## config.mk

```make
export PLATFORM = sky130hd
export DESIGN_NAME = memory_responder_flat
export DESIGN_NICKNAME = d
export VERILOG_FILES = /design/src/rtl/memory_responder_if.sv /design/src/rtl/memory_responder.sv /design/src/flat_wrapper.sv
export SDC_FILE = /design/constraint.sdc
export NUM_CORES = 1
export LEC_CHECK = 0
export CAP_MARGIN = 10
export CORE_AREA = 2 2 111 124
export DETAILED_ROUTE_END_ITERATION = 6
export DIE_AREA = 0 0 113 126
export MAX_ROUTING_LAYER = met4
export PLACE_DENSITY = 0.91
export SYNTH_ARGS = -nofsm -noshare
export SYNTH_HDL_FRONTEND = slang
export SYNTH_SLANG_ARGS = --single-unit
```

## constraint.sdc

```tcl
create_clock -name CLK -period 9.8 [get_ports CLK]
set_input_delay 1.96 -clock CLK [delete_from_list [all_inputs] [get_ports CLK]]
set_output_delay 1.96 -clock CLK [all_outputs]
set_load 0.05 [all_outputs]
```

## src/rtl/memory_responder_if.sv

```systemverilog
// Datapath fetch/data request bus and single-port RAM handshake used by memory_responder.
// The responder takes the slave view; the datapath/RAM environment takes the master view.
interface memory_responder_if #(
    parameter int WORD_W = 32,
    parameter int ADDR_W = 32
) ();
    logic              iREN;
    logic [ADDR_W-1:0] iaddr;
    logic              dREN;
    logic              dWEN;
    logic [ADDR_W-1:0] daddr;
    logic [WORD_W-1:0] dstore;
    logic              ihit;
    logic [WORD_W-1:0] iload;
    logic              dhit;
    logic [WORD_W-1:0] dload;
    logic              ram_ren;
    logic              ram_wen;
    logic [ADDR_W-1:0] ram_addr;
    logic [WORD_W-1:0] ram_store;
    logic              ram_ack;
    logic [WORD_W-1:0] ram_load;
    logic              err;

    modport slave (
        input  iREN, iaddr, dREN, dWEN, daddr, dstore, ram_ack, ram_load,
        output ihit, iload, dhit, dload, ram_ren, ram_wen, ram_addr, ram_store, err
    );

    modport master (
        output iREN, iaddr, dREN, dWEN, daddr, dstore, ram_ack, ram_load,
        input  ihit, iload, dhit, dload, ram_ren, ram_wen, ram_addr, ram_store, err
    );
endinterface

```

## src/rtl/memory_responder.sv

```systemverilog
// Serialises instruction fetches and data loads/stores onto one single-port RAM,
// returning registered hit pulses and aborting accesses that never see ram_ack.
module memory_responder #(
    parameter int WORD_W  = 32,
    parameter int ADDR_W  = 32,
    parameter int TIMEOUT = 15
) (
    input  logic               CLK,
    input  logic               RST,
    memory_responder_if.slave  bus
);
    localparam int CNT_W = (TIMEOUT > 1) ? $clog2(TIMEOUT) : 1;
    localparam logic [CNT_W-1:0]  CNT_LIMIT  = CNT_W'(TIMEOUT - 1);
    localparam logic [CNT_W-1:0]  CNT_ZERO   = {CNT_W{1'b0}};
    localparam logic [CNT_W-1:0]  CNT_ONE    = CNT_W'(1);
    localparam logic [WORD_W-1:0] WORD_ZERO  = {WORD_W{1'b0}};
    localparam logic [ADDR_W-1:0] ADDR_ZERO  = {ADDR_W{1'b0}};

    typedef enum logic [1:0] {
        S_IDLE  = 2'd0,
        S_BUSY  = 2'd1,
        S_DONE  = 2'd2,
        S_ABORT = 2'd3
    } state_t;

    typedef enum logic [1:0] {
        K_IFETCH = 2'd0,
        K_DREAD  = 2'd1,
        K_DWRITE = 2'd2
    } kind_t;

    state_t            state_q, state_d;
    kind_t             kind_q,  kind_d;
    logic [ADDR_W-1:0] addr_q,  addr_d;
    logic [WORD_W-1:0] store_q, store_d;
    logic [CNT_W-1:0]  cnt_q,   cnt_d;
    logic              ren_q,   ren_d;
    logic              wen_q,   wen_d;
    logic              ihit_q,  ihit_d;
    logic              dhit_q,  dhit_d;
    logic              err_q,   err_d;
    logic [WORD_W-1:0] iload_q, iload_d;
    logic [WORD_W-1:0] dload_q, dload_d;
    logic              any_req_s;

    assign any_req_s = bus.dWEN | bus.dREN | bus.iREN;

    // Next-state and next-output computation for the request FSM.
    always_comb begin
        state_d = state_q;
        kind_d  = kind_q;
        addr_d  = addr_q;
        store_d = store_q;
        cnt_d   = cnt_q;
        ren_d   = ren_q;
        wen_d   = wen_q;
        ihit_d  = 1'b0;
        dhit_d  = 1'b0;
        err_d   = 1'b0;
        iload_d = iload_q;
        dload_d = dload_q;

        case (state_q)
            S_IDLE: begin
                // Data outranks fetch (it belongs to the older instruction); write outranks read.
                if (bus.dWEN) begin
                    kind_d = K_DWRITE;
                    addr_d = bus.daddr;
                    ren_d  = 1'b0;
                    wen_d  = 1'b1;
                end else if (bus.dREN) begin
                    kind_d = K_DREAD;
                    addr_d = bus.daddr;
                    ren_d  = 1'b1;
                    wen_d  = 1'b0;
                end else if (bus.iREN) begin
                    kind_d = K_IFETCH;
                    addr_d = bus.iaddr;
                    ren_d  = 1'b1;
                    wen_d  = 1'b0;
                end else begin
                    ren_d  = 1'b0;
                    wen_d  = 1'b0;
                end

                if (any_req_s) begin
                    state_d = S_BUSY;
                    store_d = bus.dstore;
                    cnt_d   = CNT_ZERO;
                end else begin
                    state_d = S_IDLE;
                end
            end

            S_BUSY: begin
                if (bus.ram_ack) begin
                    state_d = S_DONE;
                    ren_d   = 1'b0;
                    wen_d   = 1'b0;
                    ihit_d  = (kind_q == K_IFETCH);
                    dhit_d  = (kind_q != K_IFETCH);
                    case (kind_q)
                        K_IFETCH: iload_d = bus.ram_load;
                        K_DREAD:  dload_d = bus.ram_load;
                        default:  ;
                    endcase
                end else if (cnt_q == CNT_LIMIT) begin
                    // Still release the requester with its hit so it cannot hang.
                    state_d = S_ABORT;
                    ren_d   = 1'b0;
                    wen_d   = 1'b0;
                    err_d   = 1'b1;
                    ihit_d  = (kind_q == K_IFETCH);
                    dhit_d  = (kind_q != K_IFETCH);
                    case (kind_q)
                        K_IFETCH: iload_d = WORD_ZERO;
                        K_DREAD:  dload_d = WORD_ZERO;
                        default:  ;
                    endcase
                end else begin
                    cnt_d = cnt_q + CNT_ONE;
                end
            end

            S_DONE, S_ABORT: begin
                state_d = S_IDLE;
                ren_d   = 1'b0;
                wen_d   = 1'b0;
            end

            default: begin
                state_d = S_IDLE;
                ren_d   = 1'b0;
                wen_d   = 1'b0;
            end
        endcase
    end

    // State and output registers; reset clears everything immediately.
    always_ff @(posedge CLK or posedge RST) begin
        if (RST) begin
            state_q <= S_IDLE;
            kind_q  <= K_IFETCH;
            addr_q  <= ADDR_ZERO;
            store_q <= WORD_ZERO;
            cnt_q   <= CNT_ZERO;
            ren_q   <= 1'b0;
            wen_q   <= 1'b0;
            ihit_q  <= 1'b0;
            dhit_q  <= 1'b0;
            err_q   <= 1'b0;
            iload_q <= WORD_ZERO;
            dload_q <= WORD_ZERO;
        end else begin
            state_q <= state_d;
            kind_q  <= kind_d;
            addr_q  <= addr_d;
            store_q <= store_d;
            cnt_q   <= cnt_d;
            ren_q   <= ren_d;
            wen_q   <= wen_d;
            ihit_q  <= ihit_d;
            dhit_q  <= dhit_d;
            err_q   <= err_d;
            iload_q <= iload_d;
            dload_q <= dload_d;
        end
    end

    assign bus.ram_ren   = ren_q;
    assign bus.ram_wen   = wen_q;
    assign bus.ram_addr  = addr_q;
    assign bus.ram_store = store_q;
    assign bus.ihit      = ihit_q;
    assign bus.dhit      = dhit_q;
    assign bus.err       = err_q;
    assign bus.iload     = iload_q;
    assign bus.dload     = dload_q;
endmodule
```

## src/flat_wrapper.sv

```systemverilog
// flat-port wrapper written by rule: the top's interface ports become plain ports
module memory_responder_flat 
#(
    parameter int WORD_W  = 32,
    parameter int ADDR_W  = 32,
    parameter int TIMEOUT = 15
)
  (CLK, RST, bus_iREN, bus_iaddr, bus_dREN, bus_dWEN, bus_daddr, bus_dstore, bus_ram_ack, bus_ram_load, bus_ihit, bus_iload, bus_dhit, bus_dload, bus_ram_ren, bus_ram_wen, bus_ram_addr, bus_ram_store, bus_err);
  memory_responder_if #(.WORD_W(WORD_W), .ADDR_W(ADDR_W)) bus_i ();
  input  logic CLK;
  input  logic RST;
  input wire logic [$bits(bus_i.iREN)-1:0] bus_iREN;
  input wire logic [$bits(bus_i.iaddr)-1:0] bus_iaddr;
  input wire logic [$bits(bus_i.dREN)-1:0] bus_dREN;
  input wire logic [$bits(bus_i.dWEN)-1:0] bus_dWEN;
  input wire logic [$bits(bus_i.daddr)-1:0] bus_daddr;
  input wire logic [$bits(bus_i.dstore)-1:0] bus_dstore;
  input wire logic [$bits(bus_i.ram_ack)-1:0] bus_ram_ack;
  input wire logic [$bits(bus_i.ram_load)-1:0] bus_ram_load;
  output wire logic [$bits(bus_i.ihit)-1:0] bus_ihit;
  output wire logic [$bits(bus_i.iload)-1:0] bus_iload;
  output wire logic [$bits(bus_i.dhit)-1:0] bus_dhit;
  output wire logic [$bits(bus_i.dload)-1:0] bus_dload;
  output wire logic [$bits(bus_i.ram_ren)-1:0] bus_ram_ren;
  output wire logic [$bits(bus_i.ram_wen)-1:0] bus_ram_wen;
  output wire logic [$bits(bus_i.ram_addr)-1:0] bus_ram_addr;
  output wire logic [$bits(bus_i.ram_store)-1:0] bus_ram_store;
  output wire logic [$bits(bus_i.err)-1:0] bus_err;
  assign bus_i.iREN = bus_iREN;
  assign bus_i.iaddr = bus_iaddr;
  assign bus_i.dREN = bus_dREN;
  assign bus_i.dWEN = bus_dWEN;
  assign bus_i.daddr = bus_daddr;
  assign bus_i.dstore = bus_dstore;
  assign bus_i.ram_ack = bus_ram_ack;
  assign bus_i.ram_load = bus_ram_load;
  assign bus_ihit = bus_i.ihit;
  assign bus_iload = bus_i.iload;
  assign bus_dhit = bus_i.dhit;
  assign bus_dload = bus_i.dload;
  assign bus_ram_ren = bus_i.ram_ren;
  assign bus_ram_wen = bus_i.ram_wen;
  assign bus_ram_addr = bus_i.ram_addr;
  assign bus_ram_store = bus_i.ram_store;
  assign bus_err = bus_i.err;
  memory_responder #(.WORD_W(WORD_W), .ADDR_W(ADDR_W), .TIMEOUT(TIMEOUT)) u_core (.CLK(CLK), .RST(RST), .bus(bus_i));
endmodule
```

==> impl_results.md, run 1 <==
* Outcome: complete, but fails checks
* Failing checks: design-rule violations
* Slew margin rel. at 0.2048
* DR iter-0 viols at 432
* TritonRoute pass-1 iters at 7
* Clock skew at 0.008420 ns
* Post-route minimum period at 3.980 ns
* # hold bufs at CTS at 0
* Antenna violations before repair at 0
* Top Family by Delay on Critical Path: buffers and inverters
* Post-CTS sizing at 0
* WL final at 15.95 mm
* Worst setup SP type: input port
* Mapped Cells at 377
* Sequential cell area fraction in the yosys report at 0.6163
* Min-delay src: u_core.bus.iload[7]
* GPL Wtd Cong at 0.7887
* I/O Buffers at 266
* WL per Instance at 19.67 um
* Final #Nets at 773
* CP endpoint kind: register
* Pwr Density at 412.0 mW/mm2
* Fillers at 881
* Vias in the first global route at 4805
* Setup_tns at 0 ns
* Lkg Pwr at 3.743 nW
* Synth cell types at 29
* R2r worst-path depth at 4
* Largest incremental delay on the critical path at 0.57 ns
* Placeable Area at 0.01299 mm2
* Via Count at 4448
* Clk slew on worst S/H paths at 0.06 ns
* Tot Pwr at 3.755 mW
* Post-CTS Setup Inserts at 0
* Avg Inst Size Synth at 15.19 um2
* Net count after synthesis at 513
* Setup-failing EPs final at 0
* Req. time, crit path at 10.10 ns
* Worst path cell trace: clkdlybuf4s50_1, nor3_1, nand2b_2, buf_4, mux2_2
* Area Growth Syn to Fin at 59.18%
* Clk sinks at 141
* Worst Tran Pin Value at 1.193 ns
* DP Worst Slack at 5.435 ns
* CTS max path bufs at 2
* Reg2reg start: u_core.state_q[1]
* Grt total ovfl at 0
* Endpoints failing hold at 0
* Critical path buffer and inverter count at 2
* Ant. Diodes at 0
* Worst EP arrival at 4.28 ns
* Slew Limit Fails at 0
* HPWL after DPL at 11.19 mm
* First-pass GRT wire length at 24.75 mm
* Clock latency on the worst-skew pair at 0.42 ns
* Die ar. at 0.01424 mm2
* Warnings, synthesis at 0
* Vias per cell at 5.485
* Post-synthesis register bit count at 141
* Worst IR Drop VDD at 0.2355 mV
* Setup slack, reg-to-reg at 7.58 ns
* FF-to-FF End: u_core.bus.ram_store[8]
* Final period util at 0.4061
* Root Driver: clkbuf_16
* Initial Util at 0.4407
* Synth Cell Area at 0.005725 mm2
* Tot GR Track Use at 0.2313
* Fin util at 0.7015
* ANT nets after route at 0
* Layout cell share with drive strength beyond 1 at 0.2215
* Max H-tree Level at 4
* Cells on Worst Hold Path at 1
* Kind of critical path: input port to register
* CP Max Fanout at 45
* Hold crit path type: register to register
* CTS buffer count at 17
* CTS tree: built
* Worst Slack Setup Final at 5.820 ns
* Max-cap violations at 0
* Hold Path Sink: u_core.bus.iload[7]
* # DRC at 19
* Die width at 113 um
* RSZ-0062 raised after global routing: no
* Row cnt at 44
* Io pins at 267
* Pin count of the biggest net entering global routing at 73
* Die Y at 126 um
* CP max-delay cell: buf_4
* Fmax at 0.2513 GHz
## layout make-up
cell class / instances / area [um2] / share of cell area
Clock inverter: 11 / 162.7 / 0.01785
Sequential cell: 141 / 3528 / 0.3871
Multi-Input combinational cell: 199 / 2007 / 0.2202
Clock buffer: 21 / 480.5 / 0.05272
Inverter: 5 / 23.77 / 0.002608
Tap cell: 161 / 201.4 / 0.02210
Timing Repair Buffer: 273 / 2710 / 0.2974
## how the worst max path moves through the flow
stage	startpoint	endpoint	slack, ns	depth (start not counted)
after detailed placement	bus_dWEN	u_core.bus.ram_store[26]	5.44	5
after global placement	bus_dWEN	u_core.bus.ram_store[2]	5.52	5
after floorplan	RST	u_core.bus.dhit	4.06	1
after global routing	bus_dWEN	u_core.bus.ram_store[11]	5.65	5
final	bus_dWEN	u_core.bus.ram_store[8]	5.82	5
after CTS	bus_dWEN	u_core.bus.ram_addr[4]	5.81	5
## metrics by stage
step           hold slack (ns)  cells  area, um2
6_report                0.4868    811       9114
5_1_grt                 0.5020    811       9114
4_1_cts                 0.4930    811       9114
3_5_place_dp            0.4799    779       8471
3_3_place_gp            0.4732    779       8471
2_1_floorplan           0.4675    377       5725
## worst register-to-register path, delay by kind of cell, from the launching register on
kind / cells / cell delay, ns
flops: 1 / 0.52
buf+inv: 1 / 0.57
simple gates: 2 / 0.58
mux: 1 / 0.44
## cells in the mapped netlist, drive strengths merged
cell | number | area share
a22o | 3 | 0.0046
a31o | 1 | 0.0015
a31oi | 1 | 0.0011
a32o | 64 | 0.11
a41oi | 1 | 0.0015
and3 | 1 | 0.0011
and4bb | 1 | 0.0022
buf | 21 | 0.024
clkbuf | 11 | 0.0072
dfrtp | 141 | 0.62
ha | 2 | 0.0044
inv | 5 | 0.0033
mux2 | 96 | 0.19
nand2 | 1 | 0.00065
nand2b | 3 | 0.0033
nand3 | 3 | 0.0026
nor2 | 7 | 0.0046
nor3 | 3 | 0.0026
nor3b | 1 | 0.0013
nor4b | 1 | 0.0042
o21ai | 5 | 0.0050
o221ai | 1 | 0.0015
o2bb2ai | 1 | 0.0015
o32ai | 2 | 0.0031
or3b | 1 | 0.0015
## report_power, final
| part | switching, mW | total [mW] | internal (mW) |
|---|---|---|---|
| clock network | 0.236 | 0.687 | 0.451 |
| logic | 1.28 | 2.04 | 0.760 |
| registers | 0.171 | 1.03 | 0.857 |
| total | 1.69 | 3.75 | 2.07 |
## state kept, by name (all words and copies together), names as in the netlist
| name | cells |
|---|---|
| u_core.bus.iload | 32 |
| u_core.bus.ram_store | 32 |
| u_core.bus.dhit | 1 |
| u_core.cnt_q | 4 |
| u_core.bus.ram_addr | 32 |
| u_core.bus.err | 1 |
| u_core.state_q | 2 |
| u_core.bus.dload | 32 |
| u_core.bus.ihit | 1 |
| u_core.kind_q | 2 |
| u_core.bus.ram_wen | 1 |
| u_core.bus.ram_ren | 1 |
## cell usage in the layout, fill, tap and decap left out, drive strengths merged
cell type and instances:
clkdlybuf4s50 265, dfrtp 141, mux2 96, a32o 64, clkbuf 21, buf 8
nor2 7, inv 5, o21ai 5, clkinv 4, bufinv 4, nor3 3
nand3 3, a22o 3, clkinvlp 3, nand2b 3, o32ai 2, ha 2
nor4b 1, and3 1, and4bb 1, or3b 1, o2bb2ai 1, a31o 1
nor3b 1, a41oi 1, a31oi 1, nand2 1, o221ai 1
## logic make-up after synthesis
family / share of synthesized area
AO/OA/AOI/OAI: 0.1318
adder cells (fa/ha/maj): 0.004370
buffers and inverters: 0.03475
multiplexers: 0.1888
flip-flops: 0.6163
AND/OR/NAND/NOR: 0.02404
## per-layer routing
metal,wire (um),track usage,up-vias
met4,191,0.07174,0
met3,1169,0.07218,14
li1,-,-,1979
met2,8688,0.4012,224
met1,5905,0.2539,2231
met5,0,-,-
(Power assumes the default switching activity.)
==> run 2, diff against run 1 <==
Settings changed: CORE_AREA 2 2 111 124 to 2 2 116 129, DIE_AREA 0 0 113 126 to 0 0 118 131, PLACE_DENSITY 0.91 to 0.85.
Clock period 9.8 ns to 4.1 ns, I/O delays scaled along.
==> run 2 against run 1 <==
The run now ends clean. Cell count increased by 3.7%. Sequential share of layout area decreased by 0.44 points. Utilization decreased by 5.3 points. Largest cell class unchanged. Highest routed layer unchanged.
==> impl_results.md, run 2 (same netlist as run 1, synthesis figures left out) <==
* Outcome: completed
* Wire length on met2 at 8.265 mm (-4.9%)
* R2r worst-path depth at 4 (unchanged)
* Worst path cell trace: clkdlybuf4s50_1, nor3_1, nand2b_2, buf_12, mux2_2
* Reg2reg start: u_core.state_q[1]
* I/O Buffers at 266 (unchanged)
* Largest incremental delay on the critical path at 0.65 ns (+0.08 ns)
* Vias per cell at 5.316 (-3.1%)
* FF-to-FF End: u_core.bus.ram_addr[1]
* Final period util at 0.6624
* Fmax at 0.3682 GHz
* CP Max Fanout at 38 (-16%)
* Slew Limit Fails at 0 (unchanged)
* Area Growth Syn to Fin at 61.01%
* Vias in the first global route at 4648 (-3.3%)
* CP max-delay cell: nand2b_2
* Kind of critical path: input port to register
* Initial Util at 0.4027 (-0.03793)
* Setup slack, reg-to-reg at 2.01 ns (-5.57 ns)
* Met1 wire length at 6.386 mm (+8.1%)
* Pin count of the biggest net entering global routing at 77 (+5.5%)
* Most frequent cells in the layout: clkdlybuf4s50_1 (265), dfrtp_1 (141), mux2_2 (96)
* Worst EP arrival at 3.01 ns (-1.27 ns)
* Post-CTS Setup Inserts at 0 (unchanged)
* Antenna violations before repair at 0 (unchanged)
* Endpoints failing hold at 0 (unchanged)
* Die ar. at 0.01546 mm2 (+8.6%)
* Fin area at 0.009219 mm2 (+1.2%)
* TritonRoute pass-1 iters at 5 (-2)
* DP Worst Slack at 0.9951 ns (-4.440 ns)
* Worst IR Drop VDD at 0.5648 mV (+140%)
* Critical Path Start: bus_dWEN
* WL final at 16.27 mm (+2.0%)
* Layout cell share with drive strength beyond 1 at 0.2203 (-0.001199)
* Setup_tns at 0 ns (unchanged)
* CTS max path bufs at 2 (unchanged)
* Root Driver: clkbuf_16
* Post-CTS sizing at 0 (unchanged)
* Req. time, crit path at 4.39 ns (-5.71 ns)
* Die width at 118 um (+4.4%)
* Io pins at 267 (unchanged)
* Setup-failing EPs final at 0 (unchanged)
* Worst setup SP type: input port
* WL per Instance at 19.35 um (-1.6%)
* CTS tree: built
* RSZ-0062 raised after global routing: no
* Clock skew at 0.005576 ns (-0.002844 ns)
* Commonest non-fill, non-tap cell in the layout: clkdlybuf4s50_1
* ANT nets after route at 0 (unchanged)
* CTS buffer count at 17 (unchanged)
* GPL Wtd Cong at 0.8016 (+1.6%)
* Ant. Diodes at 0 (unchanged)
* Clk slew on worst S/H paths at 0.06 ns (about the same)
* Lkg Pwr at 3.763 nW (+0.53%)
* Worst Slack Setup Final at 1.384 ns (-4.436 ns)
* First-pass GRT wire length at 25.12 mm (+1.5%)
* Tot GR Track Use at 0.2155 (-0.01578)
* Final #Nets at 774 (+0.13%)
* Post-route minimum period at 2.716 ns
* Worst Tran Pin Value at 1.208 ns (+0.01560 ns)
* Row cnt at 46 (+4.5%)
* Critical path buffer and inverter count at 2 (unchanged)
* Max H-tree Level at 4 (unchanged)
* Critical path depth at 5 (unchanged)
* CP endpoint kind: register
* HPWL after DPL at 11.58 mm (+3.5%)
* DR iter-0 viols at 453 (+4.9%)
* Worst setup path endpoint: u_core.bus.ram_addr[1]
* Top Family by Delay on Critical Path: simple AND/OR/NAND/NOR gates
* # hold bufs at CTS at 0 (unchanged)
* Clock latency on the worst-skew pair at 0.41 ns (about the same)
* Cells after DPL at 811 (+4.1%)
* DR top layer: met4
* Slew margin rel. at 0.1944 (-0.01040)
* Cells on Worst Hold Path at 1 (unchanged)
* Die Y at 131 um (+4.0%)
* Placeable Area at 0.01422 mm2 (+9.4%)
* # DRC at 0 (-19)
* Met3 wire length at 1.484 mm (+27%)
* Pwr Density at 989.2 mW/mm2 (+140%)
* Clk sinks at 141 (unchanged)
* Placed inst area at 0.008541 mm2 (+0.83%)
* Via Count at 4471 (+0.52%)
* Grt total ovfl at 0 (unchanged)
* Non-Filler Instances at 841 (+3.7%)
* Hold crit path type: register to register
* Max-cap violations at 0 (unchanged)
run 2: cell count changes in the layout (fill, tap and decap cells not counted), sizes merged:
cell      change
clkinv        -3
bufinv        +2
buf           +1
clkbuf        -1
clkinvlp      +1
inv           -1
run 2: where the power goes:
part           internal [mW]  switching, mW  total [mW]
Clock                   1.18          0.565        1.75
Combinational           1.83           3.09        4.92
Sequential              2.05          0.401        2.45
Total                   5.06           4.05        9.12
run 2: worst min path at each step:
stage	slack [ns]	endpoint	from
after CTS	0.49	u_core.bus.iload[20]	u_core.bus.iload[20]
after detailed placement	0.48	u_core.bus.iload[4]	u_core.bus.iload[4]
final	0.49	u_core.bus.iload[0]	u_core.bus.iload[0]
after global routing	0.50	u_core.bus.dload[17]	u_core.bus.dload[17]
after global placement	0.47	u_core.bus.iload[28]	u_core.bus.iload[28]
after floorplan	0.47	u_core.cnt_q[3]	u_core.cnt_q[3]
run 2: per-stage QoR:
step | power (mW) | util | hold slack [ns]
2_1_floorplan | 5.688 | - | 0.4675
3_3_place_gp | 7.250 | 0.6008 | 0.4717
3_5_place_dp | 7.391 | 0.6008 | 0.4802
4_1_cts | 9.189 | 0.6485 | 0.4923
5_1_grt | 9.482 | 0.6485 | 0.5006
6_report | 9.119 | 0.6485 | 0.4876
run 2: area by class of cell:
class                      instances  area, um2
clock buffer                      20      466.7
clock inverter                    10      211.5
fill                            1023       4997
inverter                           5      22.52
multi-input combinational        199       2007
sequential                       141       3528
tap                              192      240.2
timing repair buffer             274       2743
run 2: metal layers:
| layer | vias up | global-route usage |
|---|---|---|
| li1 | 1977 | - |
| met1 | 2240 | 0.2502 |
| met2 | 242 | 0.3560 |
| met3 | 12 | 0.07465 |
| met4 | 0 | 0.06733 |
| met5 | - | - |
